$ cat src/rtl/zxbus_pkg.sv
// Shared constants for the GS mailbox host-side slave: default port map,
// status filler bits and the idle bus value.
package zxbus_pkg;
    localparam logic [7:0] DATA_PORT_DEF   = 8'hB3;
    localparam logic [7:0] CMD_PORT_DEF    = 8'hBB;
    localparam logic [7:0] RST_PORT_DEF    = 8'h33;
    localparam logic [5:0] STATUS_FILL     = 6'b111111;
    localparam logic [7:0] BUS_IDLE        = 8'hFF;
endpackage

$ cat src/rtl/zxbus_strobe_sync.sv
// Three-flop synchroniser for an asynchronous ZX access strobe, with a
// single-cycle rising-edge event taken from the settled stages.
module zxbus_strobe_sync (
    input  logic cpu_clock,
    input  logic rst_n,
    input  logic strobe,
    output logic rise
);
    logic s1, s2, s3;

    // Preset to 1 so a strobe already active at reset release is not an edge.
    always_ff @(posedge cpu_clock or negedge rst_n) begin
        if (!rst_n) begin
            s1 <= 1'b1;
            s2 <= 1'b1;
            s3 <= 1'b1;
        end else begin
            s1 <= strobe;
            s2 <= s1;
            s3 <= s2;
        end
    end

    assign rise = s2 & ~s3;
endmodule

$ cat src/rtl/zxbus_slave.sv
// Host-side end of the GS mailbox: ZX port decode, command/data capture,
// shared handshake flags and the combinational ZX read mux.
module zxbus_slave
    import zxbus_pkg::*;
#(
    parameter logic [7:0] DATA_PORT = DATA_PORT_DEF,
    parameter logic [7:0] CMD_PORT  = CMD_PORT_DEF,
    parameter logic [7:0] RST_PORT  = RST_PORT_DEF
) (
    input  logic       cpu_clock,
    input  logic       rst_n,
    input  logic [7:0] zx_a,
    input  logic       zx_iorq_n,
    input  logic       zx_rd_n,
    input  logic       zx_wr_n,
    input  logic [7:0] zx_d_in,
    output logic [7:0] zx_d_out,
    output logic       zx_d_oe,
    input  logic [7:0] data_port_output,
    input  logic       data_bit_output,
    input  logic       data_bit_wr,
    input  logic       command_bit_output,
    input  logic       command_bit_wr,
    output logic [7:0] data_port_input,
    output logic [7:0] command_port_input,
    output logic       data_bit_input,
    output logic       command_bit_input,
    output logic       zx_rst_req
);
    logic rd_acc, wr_acc;
    logic rd_ev, wr_ev;
    logic sel_data, sel_cmd, sel_rst;
    logic wr_data, wr_cmd, wr_rst, rd_data;

    assign rd_acc = ~zx_iorq_n & ~zx_rd_n;
    assign wr_acc = ~zx_iorq_n & ~zx_wr_n;

    zxbus_strobe_sync u_rd_sync (
        .cpu_clock (cpu_clock),
        .rst_n     (rst_n),
        .strobe    (rd_acc),
        .rise      (rd_ev)
    );

    zxbus_strobe_sync u_wr_sync (
        .cpu_clock (cpu_clock),
        .rst_n     (rst_n),
        .strobe    (wr_acc),
        .rise      (wr_ev)
    );

    assign sel_data = (zx_a == DATA_PORT);
    assign sel_cmd  = (zx_a == CMD_PORT);
    assign sel_rst  = (zx_a == RST_PORT);

    // Address and data have been stable on the pins for two cycles by the
    // time the event fires, so they are captured directly. A write wins
    // over a concurrent read.
    assign wr_data = wr_ev & sel_data;
    assign wr_cmd  = wr_ev & sel_cmd;
    assign wr_rst  = wr_ev & sel_rst & zx_d_in[7];
    assign rd_data = rd_ev & ~wr_ev & sel_data;

    always_ff @(posedge cpu_clock or negedge rst_n) begin
        if (!rst_n) begin
            data_port_input    <= 8'h00;
            command_port_input <= 8'h00;
            zx_rst_req         <= 1'b0;
        end else begin
            if (wr_data) data_port_input    <= zx_d_in;
            if (wr_cmd)  command_port_input <= zx_d_in;
            zx_rst_req <= wr_rst;
        end
    end

    // Host events take priority over Z80 strobes so no handshake is lost.
    always_ff @(posedge cpu_clock or negedge rst_n) begin
        if (!rst_n) begin
            data_bit_input    <= 1'b0;
            command_bit_input <= 1'b0;
        end else begin
            if (wr_data)          data_bit_input <= 1'b1;
            else if (rd_data)     data_bit_input <= 1'b0;
            else if (data_bit_wr) data_bit_input <= data_bit_output;

            if (wr_cmd)              command_bit_input <= 1'b1;
            else if (command_bit_wr) command_bit_input <= command_bit_output;
        end
    end

    always_comb begin
        zx_d_out = BUS_IDLE;
        zx_d_oe  = 1'b0;
        if (rd_acc && sel_data) begin
            zx_d_out = data_port_output;
            zx_d_oe  = 1'b1;
        end else if (rd_acc && sel_cmd) begin
            zx_d_out = {data_bit_input, STATUS_FILL, command_bit_input};
            zx_d_oe  = 1'b1;
        end
    end
endmodule

$ cat config.mk
export PLATFORM = sky130hd
export DESIGN_NAME = zxbus_slave
export DESIGN_NICKNAME = d
export VERILOG_FILES = /design/src/rtl/zxbus_pkg.sv /design/src/rtl/zxbus_strobe_sync.sv /design/src/rtl/zxbus_slave.sv
export SDC_FILE = /design/constraint.sdc
export NUM_CORES = 1
export LEC_CHECK = 0
export ABC_AREA = 0
export CAP_MARGIN = 15
export CORE_UTILIZATION = 40
export CTS_CLUSTER_DIAMETER = 50
export CTS_CLUSTER_SIZE = 28
export DETAILED_ROUTE_END_ITERATION = 6
export PLACE_DENSITY = 0.95
export SKIP_LAST_GASP = 1
export SLEW_MARGIN = 20
export SYNTH_ARGS = -nofsm -noshare
export SYNTH_HDL_FRONTEND = slang
export SYNTH_SLANG_ARGS = --single-unit
export TNS_END_PERCENT = 100
$ cat constraint.sdc
create_clock -name cpu_clock -period 2.46 [get_ports cpu_clock]
set_clock_uncertainty 0.05 [all_clocks]
set_input_delay 0.369 -clock cpu_clock [delete_from_list [all_inputs] [get_ports cpu_clock]]
set_output_delay 0.369 -clock cpu_clock [all_outputs]
set_load 0.01 [all_outputs]
==> summary.txt, run 1 <==
Critical path
  – Crit path DAT: between 1.5 and 2 ns
  – Crit-path cells: clkdlybuf4s50_1, nand4bb_4, or4_4, or2_2, clkbuf_2
  – CP peak stage delay: 0.45 ns
  – Req. time, crit path: approximately 2 ns
  – Startpoint types: primary input
  – Slowest-stage cell, CP: or4_4
  – Max FO, Critical Path: 6
  – Top Family by Delay on Critical Path: simple AND/OR/NAND/NOR gates
  – Nature of the critical path endpoint: output pin
  – WS Path Type: primary input to output pin
  – Flop-to-flop setup slack: 0.86 ns
  – Buf/Inv on CP: 2

Pwr
  – Lkg Pwr: 0.0007908 uW
  – Worst vdd ir: around 0.0004 V
  – Pwr dens: 409.9 nW/um^2

Global routing
  – First-pass GRT wire length: 3712 um
  – Number of global-route vias before repair: roughly 850
  – Largest net degree at the start of global routing: 26
  – GRT overflow: 0
  – Initial antenna violation count: 0
  – Total track usage: 18.24%

Floorplanning
  – Core Region: 2500 um^2
  – Die Area: 2876 um^2
  – Chip width: 53.63 um
  – Die Ht: 53.63 um
  – Standard-cell row count: 18
  – Starting Density: about 43%
  – Top Ports: 61

Clock network
  – Clk pin slew, worst setup/hold paths: 0.14 ns
  – Hold-fix buffers at CTS: 0
  – Clock latency on the worst-skew pair: 0.30 ns
  – CTS Sinks: 25
  – H-tree lvl count: 1
  – CTS tree: built
  – Inserted Clock Buffers: 3
  – Clock root cell: clkbuf_4
  – Longest Clk Path Bufs: 2

Synth
  – Yosys Warn Count: 0
  – Post-Syn Area: 1066 um^2
  – Yosys reg bits: 25
  – Mapped Cells: 70
  – Post-synth top area share: 44.60%
  – Leading area contributor after synthesis: dfrtp_1
  – Largest cells by area after synthesis: dfrtp_1 (45%), mux2_2 (17%), dfstp_2 (15%), or2_2 (3.5%), mux2i_1 (2.8%)
  – Mapped Nets: 103
  – Synth cell types: 20
  – Syn avg cell area: 15.23 um^2
  – Seq/Total Area, Yosys: 59.39%

Final layout
  – Fin util: 71.22%
  – Layout cell share with drive strength beyond 1: 37.76%
  – Cell Count, Final, Fillers Out: 173
  – Diode count: 0
  – Synth-to-layout area growth: 67.02%
  – Final nets: 177
  – # fillers: ~190

STA
  – Worst Tran Pin Value: 0.3064 ns
  – Final setup viols: 0
  – Period minus WS final: 2.310 ns
  – Max Freq: approximately 0.43 GHz
  – RSZ-0062 raised after global routing: false
  – Fin crit share: 93.92%
  – Slew Viols, Final: 0
  – Setup TNS: 0 ns
  – Fin. Hold Viols: 0
  – Max-slew headroom: 79.57%

Placement
  – DPL Wire Length: 2005 um
  – DP Cell Count: 169
  – Routability cong.: 0.6483
  – I/O Buffers: 60

Routing
  – Wirelength, routed: 2481 um
  – Number of remaining DRC errors: 0
  – Initial drt markers: 8
  – Vias: 851
  – WL per Instance: 14.34 um
  – Detailed-router iteration count before antenna repair: 3
  – Routed Antenna Nets: 0
  – Via-to-Cell Ratio: 4.919

Outcome
  – Status: finished, final reports clean

Hold path
  – Type of the worst min-delay path: flip-flop to flip-flop

Run
  – # Max-Cap Violations: 0
==> Yosys cell counts (all sizes together) <==
master,number
nand4b,1
or4,1
nand3b,2
mux2,16
nor2b,1
dfstp,6
nor3,1
mux2i,3
inv,1
o21bai,1
nor2,2
nand2,3
nor4b,1
or4b,1
or2,6
dfrtp,19
nand4bb,1
a211o,1
nor4,3
==> layout by cell type (no fill, tap or decap), types with 2 or more instances in the layout <==
master | netlist | routed
buf_4 | 0 | 9
clkbuf_2 | 0 | 6
clkbuf_4 | 0 | 3
clkdlybuf4s50_1 | 0 | 47
dfrtp_1 | 19 | 19
dfstp_2 | 6 | 6
dlygate4sd2_1 | 0 | 4
dlymetal6s2s_1 | 0 | 3
mux2_2 | 16 | 16
mux2i_1 | 3 | 3
nand2_1 | 3 | 3
nand3b_1 | 2 | 2
nor2_1 | 2 | 2
or2_2 | 6 | 6
==> logic make-up (layout without fill, tap and decap cells) <==
family	Yosys count	count (layout)	synth area share [%]
simple gates	23	23	19.01
compound gates	2	2	1.526
flops	25	25	59.39
buf+inv	1	74	0.3518
mux	19	19	19.72
==> sequential cells by signal, indices dropped and copies added, names as in the netlist <==
register	flops
command_port_input	8
u_wr_sync.s1	1
zx_rst_req	1
u_rd_sync.s2	1
u_rd_sync.s1	1
u_wr_sync.s3	1
u_wr_sync.s2	1
data_bit_input	1
data_port_input	8
command_bit_input	1
u_rd_sync.s3	1
==> worst reg2reg max path, delay by kind of cell, from the launching register on <==
kind          cells  cell delay (ns)
mux               1             0.35
buf+inv           2             0.29
flops             1             0.56
simple gates      1             0.24
==> per-layer routing <==
layer | part of all wire [%] | wire [um] | GRT usage [%]
met1 | 38 | 936 | 20.11
met2 | 51 | 1263 | 33.13
met3 | 11 | 276 | 6.780
met4 | 0.20 | 5 | 3.947
met5 | 0 | 0 | 0
==> power breakdown <==
part / switching (uW) / internal (uW) / total, uW
Combinational: 39.7 / 76.7 / 116
Clock: 114 / 61.9 / 176
Sequential: 8.30 / 429 / 437
==> worst paths after layout <==
| path | start | cells after the start | to |
|---|---|---|---|
| setup / recovery | zx_a[3] | 5 | zx_d_out[5] |
| hold / removal | u_rd_sync.s1$_DFF_PN1_ | 0 | u_rd_sync.s2$_DFF_PN1_ |
| setup reg to reg | u_wr_sync.s2$_DFF_PN1_ | 4 | data_port_input[4]$_DFFE_PN0P_ |
| hold reg to reg | u_rd_sync.s1$_DFF_PN1_ | 0 | u_rd_sync.s2$_DFF_PN1_ |
| max in group asynchronous | rst_n | 2 | u_wr_sync.s2$_DFF_PN1_ |
| min in group asynchronous | rst_n | 2 | command_port_input[1]$_DFFE_PN0P_ |
==> stage by stage <==
step / hold WS, ns / setup WS, ns / total power (uW) / instance area [um^2]
final: 0.3158 / 0.1496 / 729.7 / 1780
after global routing: 0.3191 / 0.07860 / 768.3 / 1780
after CTS: 0.3178 / 0.009570 / 742.9 / 1797
after detailed placement: 0.2982 / -0.2812 / 565.0 / 1772
after global placement: 0.2963 / -0.2489 / 559.4 / 1772
after floorplan: 0.02341 / 0.6167 / 468.4 / 1066
==> repair_timing <==
item	CTS	global route
pin swaps	1	0
resized for setup	16	10
endpoints found under the setup margin	9	9
setup buffers	0	0
==> final cells by class <==
| cell class | instances | area, um^2 | area share [%] |
|---|---|---|---|
| Timing Repair Buffer | 69 | 640.6 | 35.98 |
| Tap cell | 30 | 37.54 | 2.108 |
| Clock buffer | 3 | 22.52 | 1.265 |
| Multi-Input combinational cell | 44 | 435.4 | 24.46 |
| Clock inverter | 1 | 7.507 | 0.4216 |
| Sequential cell | 25 | 633.1 | 35.56 |
| Inverter | 1 | 3.754 | 0.2108 |
Note: power is estimated with default switching activity, not from simulation.
==> run 2, diff against run 1 <==
- PLACE_DENSITY: 0.95 -> 0.84
==> run 2 against run 1 <==
- die area is the same
- fmax shrank 1.2%
- critical endpoint unchanged
- largest power group unchanged
- sequential cell count is the same
- global-route usage is essentially flat
- count of clock-buffer cells in the layout grew 1
- first-iteration DRC count shrank 63%
- utilization shrank 0.10 points
- clock power is essentially flat
- wire length shrank 1.4%
- non-clock buffer count is the same
==> summary.txt, run 2 (same netlist as run 1, synthesis figures left out) <==
Outcome
  – Status: finished, final reports clean (unchanged)

Critical path
  – Startpoint types: primary input (unchanged)
  – Nature of the critical path endpoint: output pin (unchanged)
  – Flop-to-flop setup slack: 0.84 ns (was 0.86 ns)
  – WS Path Type: primary input to output pin (unchanged)
  – Worst reg2reg endpoint: data_port_input[0]$_DFFE_PN0P_ (was data_port_input[4]$_DFFE_PN0P_)
  – R2R cell count: 4 (unchanged)
  – Crit path DAT: 1.92 ns (was 1.89 ns)
  – Worst r2r src: u_wr_sync.s2$_DFF_PN1_ (unchanged)
  – Max FO, Critical Path: 6 (unchanged)
  – Req. time, crit path: 2.04 ns (about the same)

Routing
  – Via-to-Cell Ratio: 4.873 (was 4.919)
  – Vias: 843 (was 851)
  – Detailed-router iteration count before antenna repair: 4 (was 3)
  – Wirelength, routed: 2446 um (was 2481 um)
  – WL per Instance: 14.14 um (was 14.34 um)
  – Initial drt markers: 3 (was 8)
  – Number of remaining DRC errors: 0 (unchanged)
  – Routed Antenna Nets: 0 (unchanged)

Final layout
  – Layout cell share with drive strength beyond 1: 37.06% (was 37.76%)
  – # fillers: 208 (was 193)
  – Fin util: 71.12% (was 71.22%)
  – Diode count: 0 (unchanged)
  – Synth-to-layout area growth: 66.78% (was 67.02%)
  – Final nets: 177 (unchanged)
  – Most common cell after layout, fill and taps aside: clkdlybuf4s50_1 (unchanged)
  – Most frequent cells in the layout: clkdlybuf4s50_1 (48), dfrtp_1 (19), mux2_2 (16), buf_4 (9) (was clkdlybuf4s50_1 (47), dfrtp_1 (19), mux2_2 (16), buf_4 (9))
  – Largest regs: command_port_input: 8 flops, data_port_input: 8 flops (unchanged)
  – Cell Count, Final, Fillers Out: 173 (unchanged)

STA
  – Fin. Hold Viols: 0 (unchanged)
  – Fin crit share: 95.05% (was 93.92%)
  – Period minus WS final: 2.338 ns (was 2.310 ns)
  – Slew Viols, Final: 0 (unchanged)
  – Max-slew headroom: 79.88% (was 79.57%)
  – Setup ws final: 0.1217 ns (was 0.1496 ns)
  – Final setup viols: 0 (unchanged)
  – Max Freq: 0.4277 GHz (was 0.4328 GHz)
  – RSZ-0062 raised after global routing: false (unchanged)
  – Worst Tran Pin Value: 0.3018 ns (was 0.3064 ns)
  – Setup TNS: 0 ns (unchanged)

Global routing
  – Total track usage: 18.24% (about the same)
  – Number of global-route vias before repair: 844 (was 851)
  – Largest net degree at the start of global routing: 26 (unchanged)
  – GRT overflow: 0 (unchanged)
  – Initial antenna violation count: 0 (unchanged)
  – First-pass GRT wire length: 3719 um (was 3712 um)

Clock network
  – CTS Sinks: 25 (unchanged)
  – Clk pin slew, worst setup/hold paths: 0.12 ns (was 0.14 ns)
  – Setup bufs post-CTS: 0 (unchanged)
  – CTS tree: built (unchanged)
  – Longest Clk Path Bufs: 2 (unchanged)
  – Inserted Clock Buffers: 3 (unchanged)
  – Clock root cell: clkbuf_4 (unchanged)
  – H-tree lvl count: 1 (unchanged)
  – Hold-fix buffers at CTS: 0 (unchanged)
  – Clock latency on the worst-skew pair: 0.30 ns (about the same)

Floorplanning
  – Die Area: 2876 um^2 (unchanged)
  – Die Ht: 53.63 um (unchanged)
  – Top Ports: 61 (unchanged)
  – Chip width: 53.63 um (unchanged)
  – Standard-cell row count: 18 (unchanged)
  – Starting Density: 42.64% (unchanged)
  – Core Region: 2500 um^2 (unchanged)

Placement
  – Setup Slack @ Placement: -0.2991 ns (was -0.2812 ns)
  – I/O Buffers: 60 (unchanged)
  – Routability cong.: 0.6725 (was 0.6483)
  – DPL Wire Length: 1908 um (was 2005 um)
  – DP Cell Count: 169 (unchanged)

Pwr
  – Worst vdd ir: 0.0004624 V (was 0.0003996 V)
  – Lkg Pwr: 0.0007905 uW (was 0.0007908 uW)
  – Pwr Total: 727.2 uW (was 729.7 uW)
  – Pwr dens: 409.0 nW/um^2 (was 409.9 nW/um^2)

Hold path
  – Min-delay src: u_wr_sync.s1$_DFF_PN1_ (was u_rd_sync.s1$_DFF_PN1_)
  – Worst Hold Path Cells: 0 (unchanged)
  – Hold path endpoint: u_wr_sync.s2$_DFF_PN1_ (was u_rd_sync.s2$_DFF_PN1_)
  – Type of the worst min-delay path: flip-flop to flip-flop (unchanged)

Run
  – # Max-Cap Violations: 0 (unchanged)
run 2: changes by cell type in the layout (fill, tap and decap cells not counted):
cell             delta
clkdlybuf4s50_1     +1
clkbuf_1            +1
clkinvlp_4          -1
dlygate4sd2_1       -1
run 2: power by group:
part / leakage (uW) / switching, uW / internal [uW]
sequential: 0.000323 / 8.01 / 429
combinational: 0.000453 / 40.2 / 77.3
clock: 0.0000150 / 110 / 63.2
run 2: how the worst max path moves through the flow:
stage                     slack (ns)     endpoint     from  cells past startpoint
after floorplan                 0.62  zx_d_out[1]  zx_a[3]                      3
after global placement         -0.25  zx_d_out[5]  zx_a[3]                      5
after detailed placement       -0.30  zx_d_out[5]  zx_a[3]                      5
after CTS                      0.003      zx_d_oe  zx_a[6]                      6
after global routing            0.05  zx_d_out[5]  zx_a[6]                      5
final                           0.12  zx_d_out[5]  zx_a[3]                      5
run 2: repair_timing:
action / in CTS / in global routing
pin swaps: 1 / 0
gates resized for setup: 15 / 10
setup endpoints to repair: 9 / 9
cloned: 0 / 0
run 2: worst max-delay path: stages:
cell	delay, ns
clkdlybuf4s50_1	0.44
nand4bb_4	0.25
or4_4	0.45
or2_2	0.29
clkbuf_2	0.13
run 2: area by class of cell:
type | instances | area (um^2) | share of cell area [%]
tap | 30 | 37.54 | 2.111
clock buffer | 4 | 26.28 | 1.478
sequential | 25 | 633.1 | 35.61
timing repair buffer | 69 | 641.9 | 36.10
inverter | 1 | 3.754 | 0.2111
multi-input combinational | 44 | 435.4 | 24.49
run 2: routing by layer:
| metal | up-vias | share of wire (%) | global-route usage (%) |
|---|---|---|---|
| met5 | - | 0 | 0 |
| met4 | 0 | 0 | 5.263 |
| met3 | 0 | 14 | 6.215 |
| met2 | 47 | 50 | 31.25 |
| met1 | 397 | 36 | 21.60 |
| li1 | 399 | - | - |
run 2: through the flow:
stage | hold WS [ns] | instance area (um^2)
final | 0.3151 | 1778
after global routing | 0.3171 | 1778
after CTS | 0.3161 | 1794
after detailed placement | 0.2979 | 1772
after global placement | 0.2968 | 1772
after floorplan | 0.02341 | 1066
==> run 3, diff against run 2 <==
- CORE_MARGIN: default -> 10
- CORE_UTILIZATION: 40 -> 35
- PLACE_DENSITY: 0.84 -> 0.75
==> run 3 against run 2 <==
- non-clock buffer count increased by 1
- critical endpoint is now zx_d_oe
- sequential cell count unchanged
- global-route usage decreased by 8.6 points
==> summary.txt, run 3 (same netlist as run 1, synthesis figures left out) <==
Outcome
  – Status: finished, final reports clean (unchanged)

Clock network
  – Longest Clk Path Bufs: 2 (unchanged)
  – Clock latency on the worst-skew pair: 0.30 ns (about the same)
  – CTS tree: built (unchanged)
  – Inserted Clock Buffers: 3 (unchanged)
  – H-tree lvl count: 1 (unchanged)
  – CTS Sinks: 25 (unchanged)
  – Clk pin slew, worst setup/hold paths: 0.12 ns (about the same)
  – Clock root cell: clkbuf_4 (unchanged)

STA
  – Period minus WS final: 2.373 ns (was 2.338 ns)
  – Slew Viols, Final: 0 (unchanged)
  – Worst Tran Pin Value: 0.2994 ns (was 0.3018 ns)
  – Final hold slack: 0.3129 ns (was 0.3151 ns)
  – Fin. Hold Viols: 0 (unchanged)
  – RSZ-0062 raised after global routing: false (unchanged)
  – Final setup viols: 0 (unchanged)
  – Max Freq: 0.4213 GHz (was 0.4277 GHz)
  – Fin crit share: 96.48% (was 95.05%)
  – Max-slew headroom: 79.76% (was 79.88%)

Routing
  – Detailed-router iteration count before antenna repair: 3 (was 4)
  – Vias: 858 (was 843)
  – Routed Antenna Nets: 0 (unchanged)
  – WL per Instance: 16.37 um (was 14.14 um)
  – Number of remaining DRC errors: 0 (unchanged)
  – Via-to-Cell Ratio: 4.903 (was 4.873)
  – Initial drt markers: 12 (was 3)
  – Wirelength, routed: 2865 um (was 2446 um)

Pwr
  – Clock Power Share: 23.8% (about the same)
  – Lkg Pwr: 0.0007770 uW (was 0.0007905 uW)
  – Logic gate share of total power: 16.2% (about the same)
  – Sw Pwr: 157.4 uW (was 158.0 uW)
  – Switching fraction of total power: 21.64% (was 21.73%)
  – Pwr dens: 408.8 nW/um^2 (was 409.0 nW/um^2)
  – Worst vdd ir: 0.0003256 V (was 0.0004624 V)
  – Seq pwr share: 60.0% (was 60.1%)
  – Pwr Total: 727.3 uW (was 727.2 uW)
  – Pint: 569.9 uW (was 569.2 uW)

Critical path
  – Slowest-stage cell, CP: clkdlybuf4s50_1 (was or4_4)
  – Crit-path cells: clkdlybuf4s50_1, nand4b_4, buf_4, nor4_2, buf_4, clkdlybuf4s50_1 (was clkdlybuf4s50_1, nand4bb_4, or4_4, or2_2, clkbuf_2)
  – Req. time, crit path: 2.04 ns (about the same)
  – Max FO, Critical Path: 4 (was 6)
  – Startpoint types: primary input (unchanged)
  – Flop-to-flop setup slack: 0.87 ns (was 0.84 ns)
  – CP peak stage delay: 0.53 ns (was 0.45 ns)
  – WS Path Type: primary input to output pin (unchanged)
  – Nature of the critical path endpoint: output pin (unchanged)
  – Crit path DAT: 1.95 ns (was 1.92 ns)

Final layout
  – Layout cell share with drive strength beyond 1: 37.50% (was 37.06%)
  – Fin util: 62.89% (was 71.12%)
  – Most frequent cells in the layout: clkdlybuf4s50_1 (51), dfrtp_1 (19), mux2_2 (16), buf_4 (10) (was clkdlybuf4s50_1 (48), dfrtp_1 (19), mux2_2 (16), buf_4 (9))
  – Diode count: 0 (unchanged)
  – Largest regs: command_port_input: 8 flops, data_port_input: 8 flops (unchanged)
  – Finished Cell Area: 1779 um^2 (was 1778 um^2)
  – Final nets: 178 (was 177)
  – Synth-to-layout area growth: 66.90% (was 66.78%)
  – Most common cell after layout, fill and taps aside: clkdlybuf4s50_1 (unchanged)
  – Cell Count, Final, Fillers Out: 175 (was 173)
  – # fillers: 238 (was 208)

Placement
  – DP Area: 1773 um^2 (was 1772 um^2)
  – DPL Wire Length: 2367 um (was 1908 um)
  – DP Cell Count: 170 (was 169)
  – I/O Buffers: 60 (unchanged)
  – Routability cong.: 0.7358 (was 0.6725)

Global routing
  – Total track usage: 9.670% (was 18.24%)
  – Largest net degree at the start of global routing: 26 (unchanged)
  – Initial antenna violation count: 0 (unchanged)
  – GRT overflow: 0 (unchanged)
  – First-pass GRT wire length: 4326 um (was 3719 um)
  – Number of global-route vias before repair: 931 (was 844)

Floorplanning
  – Die Area: 5654 um^2 (was 2876 um^2)
  – Die Ht: 75.19 um (was 53.63 um)
  – Standard-cell row count: 19 (was 18)
  – Top Ports: 61 (unchanged)
  – Chip width: 75.19 um (was 53.63 um)
  – Starting Density: 37.68% (was 42.64%)
  – Core Region: 2829 um^2 (was 2500 um^2)

Hold path
  – Type of the worst min-delay path: flip-flop to flip-flop (unchanged)

Run
  – # Max-Cap Violations: 0 (unchanged)
run 3: metrics by stage:
| step | worst slack [ns] | setup TNS, ns |
|---|---|---|
| after floorplan | 0.6167 | 0 |
| after global placement | -0.2536 | -1.578 |
| after detailed placement | -0.2849 | -1.639 |
| after CTS | 0.009023 | 0 |
| after global routing | 0.01502 | 0 |
| final | 0.08651 | 0 |
run 3: power by group through the flow:
stage	clock, uW	combinational (uW)	sequential (uW)
finish	173	118	436
global route	199	127	439
CTS	181	118	437
detailed placement	0	120	444
global placement	0	118	443
floorplan	0	21.1	447
run 3: area by class of cell:
type / instances / area (um^2) / area share, %
repair buffers: 70 / 641.9 / 36.08
flip-flops and latches: 25 / 633.1 / 35.58
multi-input cells: 44 / 435.4 / 24.47
well taps: 31 / 38.79 / 2.180
clock buffers: 4 / 26.28 / 1.477
inverters: 1 / 3.754 / 0.2110
run 3: final timing paths:
kind,start,to,cells past startpoint
min,u_wr_sync.s1$_DFF_PN1_,u_wr_sync.s2$_DFF_PN1_,0
min in group asynchronous,rst_n,data_port_input[5]$_DFFE_PN0P_,2
max in group asynchronous,rst_n,u_wr_sync.s3$_DFF_PN1_,2
max reg2reg,u_wr_sync.s2$_DFF_PN1_,data_port_input[3]$_DFFE_PN0P_,4
min reg2reg,u_wr_sync.s1$_DFF_PN1_,u_wr_sync.s2$_DFF_PN1_,0
max,zx_a[6],zx_d_oe,6
run 3: repair_timing:
action,in CTS,in global routing
buffers inserted,0,1
resized for setup,15,7
pin swaps,1,1
hold buffers,0,0
endpoints found under the setup margin,9,9
endpoints found under the hold margin,0,0
run 3: per-layer routing:
| metal | GRT usage, % | share of wire [%] |
|---|---|---|
| met1 | 11.65 | 45 |
| met3 | 4.993 | 13 |
| met2 | 14.95 | 42 |
| met5 | 0 | 0 |
| met4 | 2.474 | 0 |
run 3: critical path: cells and delay by family:
family | cells | cell delay [ns]
and+or+nand+nor | 2 | 0.31
buffers and inverters | 4 | 1.28
